### src/rtl/sar_comp_search16_if.sv
// Handshake bundle between the SAR search block, its controller and the comparator.
// The search block drives the probe side; the environment answers through gt_in/gt_valid.
interface sar_comp_search16_if #(
    parameter int W = 16
);
    localparam int IW = $clog2(W);

    logic          start;
    logic          abort;
    logic [W-1:0]  probe;
    logic          probe_valid;
    logic          gt_in;
    logic          gt_valid;
    logic          busy;
    logic          done;
    logic [W-1:0]  value;
    logic [IW-1:0] bit_idx;

    modport master (
        input  start, abort, gt_in, gt_valid,
        output probe, probe_valid, busy, done, value, bit_idx
    );

    modport slave (
        output start, abort, gt_in, gt_valid,
        input  probe, probe_valid, busy, done, value, bit_idx
    );
endinterface

### src/rtl/sar_comp_search16.sv
// Successive-approximation search that recovers a hidden target from the 1-bit
// results of an external comparator (gt = probe > target), resolving MSB first.
module sar_comp_search16 #(
    parameter int W = 16
) (
    input  logic                  clk,
    input  logic                  rst,
    sar_comp_search16_if.master   bus
);
    localparam int IW = $clog2(W);
    localparam logic [IW-1:0] TOP_IDX = IW'(W - 1);

    typedef enum logic [1:0] {
        ST_IDLE  = 2'd0,
        ST_PROBE = 2'd1,
        ST_DONE  = 2'd2
    } state_t;

    state_t        state_q, state_d;
    logic [W-1:0]  value_q, value_d;
    logic [IW-1:0] bit_idx_q, bit_idx_d;
    logic [W-1:0]  bit_mask_s;

    assign bit_mask_s = {{(W-1){1'b0}}, 1'b1} << bit_idx_q;

    // State and datapath registers
    always_ff @(posedge clk or posedge rst) begin
        if (rst) begin
            state_q   <= ST_IDLE;
            value_q   <= {W{1'b0}};
            bit_idx_q <= TOP_IDX;
        end else begin
            state_q   <= state_d;
            value_q   <= value_d;
            bit_idx_q <= bit_idx_d;
        end
    end

    // Next-state logic; abort overrides both start and a same-cycle response
    always_comb begin
        state_d   = state_q;
        value_d   = value_q;
        bit_idx_d = bit_idx_q;
        case (state_q)
            ST_IDLE, ST_DONE: begin
                if (bus.start) begin
                    state_d   = ST_PROBE;
                    value_d   = {W{1'b0}};
                    bit_idx_d = TOP_IDX;
                end else begin
                    state_d   = state_q;
                end
            end
            ST_PROBE: begin
                if (bus.gt_valid) begin
                    if (!bus.gt_in) begin
                        value_d = value_q | bit_mask_s;
                    end else begin
                        value_d = value_q;
                    end
                    if (bit_idx_q == {IW{1'b0}}) begin
                        state_d = ST_DONE;
                    end else begin
                        bit_idx_d = bit_idx_q - {{(IW-1){1'b0}}, 1'b1};
                    end
                end else begin
                    state_d = ST_PROBE;
                end
            end
            default: begin
                state_d   = ST_IDLE;
                value_d   = {W{1'b0}};
                bit_idx_d = TOP_IDX;
            end
        endcase
        if (bus.abort) begin
            state_d   = ST_IDLE;
            value_d   = {W{1'b0}};
            bit_idx_d = TOP_IDX;
        end else begin
            state_d   = state_d;
        end
    end

    assign bus.probe       = value_q | bit_mask_s;
    assign bus.probe_valid = (state_q == ST_PROBE);
    assign bus.busy        = (state_q == ST_PROBE);
    assign bus.done        = (state_q == ST_DONE);
    assign bus.value       = value_q;
    assign bus.bit_idx     = bit_idx_q;
endmodule

### src/flat_wrapper.sv
// flat-port wrapper written by rule: the top's interface ports become plain ports
module sar_comp_search16_flat 
#(
    parameter int W = 16
)
  (clk, rst, bus_start, bus_abort, bus_gt_in, bus_gt_valid, bus_probe, bus_probe_valid, bus_busy, bus_done, bus_value, bus_bit_idx);
  sar_comp_search16_if #(.W(W)) bus_i ();
  input  logic clk;
  input  logic rst;
  input wire logic [$bits(bus_i.start)-1:0] bus_start;
  input wire logic [$bits(bus_i.abort)-1:0] bus_abort;
  input wire logic [$bits(bus_i.gt_in)-1:0] bus_gt_in;
  input wire logic [$bits(bus_i.gt_valid)-1:0] bus_gt_valid;
  output wire logic [$bits(bus_i.probe)-1:0] bus_probe;
  output wire logic [$bits(bus_i.probe_valid)-1:0] bus_probe_valid;
  output wire logic [$bits(bus_i.busy)-1:0] bus_busy;
  output wire logic [$bits(bus_i.done)-1:0] bus_done;
  output wire logic [$bits(bus_i.value)-1:0] bus_value;
  output wire logic [$bits(bus_i.bit_idx)-1:0] bus_bit_idx;
  assign bus_i.start = bus_start;
  assign bus_i.abort = bus_abort;
  assign bus_i.gt_in = bus_gt_in;
  assign bus_i.gt_valid = bus_gt_valid;
  assign bus_probe = bus_i.probe;
  assign bus_probe_valid = bus_i.probe_valid;
  assign bus_busy = bus_i.busy;
  assign bus_done = bus_i.done;
  assign bus_value = bus_i.value;
  assign bus_bit_idx = bus_i.bit_idx;
  sar_comp_search16 #(.W(W)) u_core (.clk(clk), .rst(rst), .bus(bus_i));
endmodule
### config.mk
export PLATFORM = sky130hd
export DESIGN_NAME = sar_comp_search16_flat
export DESIGN_NICKNAME = d
export VERILOG_FILES = /design/src/rtl/sar_comp_search16_if.sv /design/src/rtl/sar_comp_search16.sv /design/src/flat_wrapper.sv
export SDC_FILE = /design/constraint.sdc
export NUM_CORES = 1
export LEC_CHECK = 0
export CAP_MARGIN = 20
export CORE_ASPECT_RATIO = 1.25
export CORE_MARGIN = 1
export CORE_UTILIZATION = 47
export DETAILED_ROUTE_END_ITERATION = 10
export PLACE_DENSITY = 0.9
export SLEW_MARGIN = 5
export SYNTH_ARGS = -nofsm -noshare
export SYNTH_HDL_FRONTEND = slang
export SYNTH_SLANG_ARGS = --single-unit
### constraint.sdc
create_clock -name clk -period 3.8 [get_ports clk]
set_clock_uncertainty 0.15 [all_clocks]
set_input_delay 0.57 -clock clk [delete_from_list [all_inputs] [get_ports clk]]
set_output_delay 0.57 -clock clk [all_outputs]
set_load 0.03 [all_outputs]
==> reports/qor.csv <==
metric,value,unit
RePlAce Congestion,0.852,
Final Hold Fails,0,
CP Max Fanout,7,
global-route usage over all layers,0.234,
TritonCTS clock tree,built,
simple-gate share of the synthesized area,0.152,
capturing element type of the critical path,primary output,
CTS Buffer Depth,2,
Post-CTS Setup Repair Bufs,0,
sequential fraction of the synthesis area,0.443,
Die Ht,59.7,um
# rows,20,
PostCTS Resize Cnt,0,
Initial Utilization,0.506,
Num CTS Buffers,3,
Final Critical Period,3.10,ns
Power Total,0.457,mW
xor and xnor area share after synthesis,0,
FF-to-FF Start,u_core.state_q[0]$_DFFE_PP0P_,
cts hold-fix bufs,0,
Hold WC Path Type,reg2reg,
post-synthesis mux area share,0.0160,
max-slew violations,0,
clock latency on the worst-skew pair,0.31,ns
slew margin rel.,0.469,
Synth area leader,dfrtp_1,
fin crit share,0.815,
Critical Path RT,3.08,ns
CTS sink count,22,
share of cells above drive strength 1,0.0769,
fillers,189,
largest net degree at the start of global routing,23,
Power per Cell Area,264,nW/um^2
number of global-route vias before repair,1024,
drt initial violations,24,
Syn Area/Cell,11.0,sq um
Die X,48.2,um
DR vias/cell,5.98,
max_cap viols,0,
CP startpoint,u_core.bus.bit_idx[0]$_DFFE_PP1P_,
I/O pins,45,
hpwl dp,2.33,mm
first-pass GRT wire length,4.73,mm
port bufs,44,
final WL,3.10,mm
initial antenna violation count,0,
status,"complete, no violations",
CORE AREA,2480,sq um
largest family of logic cells by synthesized area,compound AO/OA/AOI/OAI gates,
Area Growth Syn to Fin,37.9,%
Startpoint Class,register,
Synth cell types,38,
final core utilization,0.698,
worst vdd ir,0.000173,V
via count,1131,
drc violations,0,
clk slew on worst S/H paths,0.12,ns
leak pwr,0.842,nW
global route overflow,0,
top cell type's share of synthesized area,0.359,
remaining antenna violation count,0,
number of synthesis warnings,0,
# setup viols final,0,
setup tns final,0,ns
Critical Path AT,2.38,ns
# H-tree levels,1,
Area contributors post-synth,"dfrtp_1 (36%), a21o_1 (9.6%), dfstp_2 (8.4%)",
Die Area,2880,sq um
Antenna Cells,0,
register bit count reported by yosys,22,
drt pass-1 iters,4,
kind of critical path,reg2out,
Slew @ Worst Pin,0.795,ns
Synth Cell Area,1250,sq um
fin nets,168,
Post-Syn Nets,125,
Synth Area in Compound Gates,0.287,
wire per inst,16.4,um
Mapped Cells,114,
Clock Tree Root,clkbuf_4,
RSZ-0062 raised after global routing,no,
adder-cell share of the synthesized area,0.0499,
hold wc startpoint,u_core.bus.value[5]$_DFFE_PP0P_,
fmax,0.323,GHz
[cells in the final DEF, fill, tap and decap left out, types with 4 or more instances in the layout]
master / n
o2bb2ai_1: 12
ha_1: 5
nor2b_1: 4
dfstp_2: 4
clkdlybuf4s50_1: 44
dfrtp_1: 18
nand3_1: 4
inv_1: 6
a21o_1: 16
[critical path, cell delays in order, from the launching register on]
cell	delay (ns)
dfstp_2	0.41
inv_1	0.14
ha_1	0.31
or3b_1	0.41
nand2b_1	0.11
clkdlybuf4s50_1	0.68
[flip-flops by register name, indices dropped and copies added (netlist names)]
| name | flops |
|---|---|
| u_core.bus.bit_idx | 4 |
| u_core.bus.value | 16 |
| u_core.state_q | 2 |
[per-layer routing]
metal  GRT usage  routed length (um)  vias up
li1            -                   -      520
met1       0.309                1320      561
met2       0.368                1590       43
met3      0.0363                 143        7
met4       0.103                  53        0
met5           0                   0        -
[power breakdown]
group	total (mW)	internal, mW	switching, mW	leakage, nW
Clock	0.128	0.0586	0.0699	0.0210
Combinational	0.0831	0.0319	0.0513	0.529
Sequential	0.245	0.239	0.00636	0.291
Total	0.457	0.330	0.128	0.842
[Yosys cell counts]
library cell,number
dfrtp_1,18
a21o_1,16
o2bb2ai_1,12
inv_1,6
ha_1,5
dfstp_2,4
nand3_1,4
nor2b_1,4
a22o_1,3
buf_4,3
nand2b_1,3
nor2_1,3
nor3b_1,3
o311ai_1,3
mux2i_1,2
or3_1,2
or3b_1,2
a211o_1,1
a21oi_1,1
a22oi_1,1
a31oi_1,1
a32oi_1,1
and2_0,1
and2_1,1
and3_1,1
buf_2,1
buf_6,1
clkbuf_1,1
nor3_2,1
nor4_2,1
nor4b_2,1
o21ai_1,1
o22a_1,1
o22ai_1,1
o311a_1,1
o31a_1,1
o31ai_1,1
or2_2,1
[layout make-up]
class / instances / area, sq um / area share
Tap cell: 33 / 41.3 / 0.0239
Inverter: 6 / 22.5 / 0.0130
Clock buffer: 4 / 36.3 / 0.0210
Sequential cell: 22 / 556 / 0.321
Timing Repair Buffer: 44 / 440 / 0.255
Multi-Input combinational cell: 80 / 633 / 0.366
[metrics by stage]
step	area, sq um	worst slack, ns	hold slack (ns)	cells
finish	1730	0.703	0.374	189
global route	1730	0.626	0.407	189
CTS	1730	0.702	0.380	189
detailed placement	1690	1.08	0.349	185
global placement	1690	1.16	0.348	185
floorplan	1250	1.65	0.406	114
[final timing paths]
check	slack (ns)	endpoint	cells after the start
max reg2reg	1.75	u_core.bus.value[0]$_DFFE_PP0P_	3
min in group asynchronous	0.55	u_core.bus.value[0]$_DFFE_PP0P_	2
max	0.70	bus_probe[0]	5
min	0.37	u_core.bus.value[5]$_DFFE_PP0P_	1
max in group asynchronous	2.46	u_core.bus.value[14]$_DFFE_PP0P_	2
min reg2reg	0.37	u_core.bus.value[5]$_DFFE_PP0P_	1
[logic make-up (layout without fill, tap and decap cells)]
| logic type | Yosys count | in the layout |
|---|---|---|
| adder cells (fa/ha/maj) | 5 | 5 |
| buffers and inverters | 12 | 54 |
| flip-flops | 22 | 22 |
| AO/OA/AOI/OAI | 45 | 45 |
| multiplexers | 2 | 2 |
| AND/OR/NAND/NOR | 28 | 28 |
Note: power is estimated with default switching activity, not from simulation.
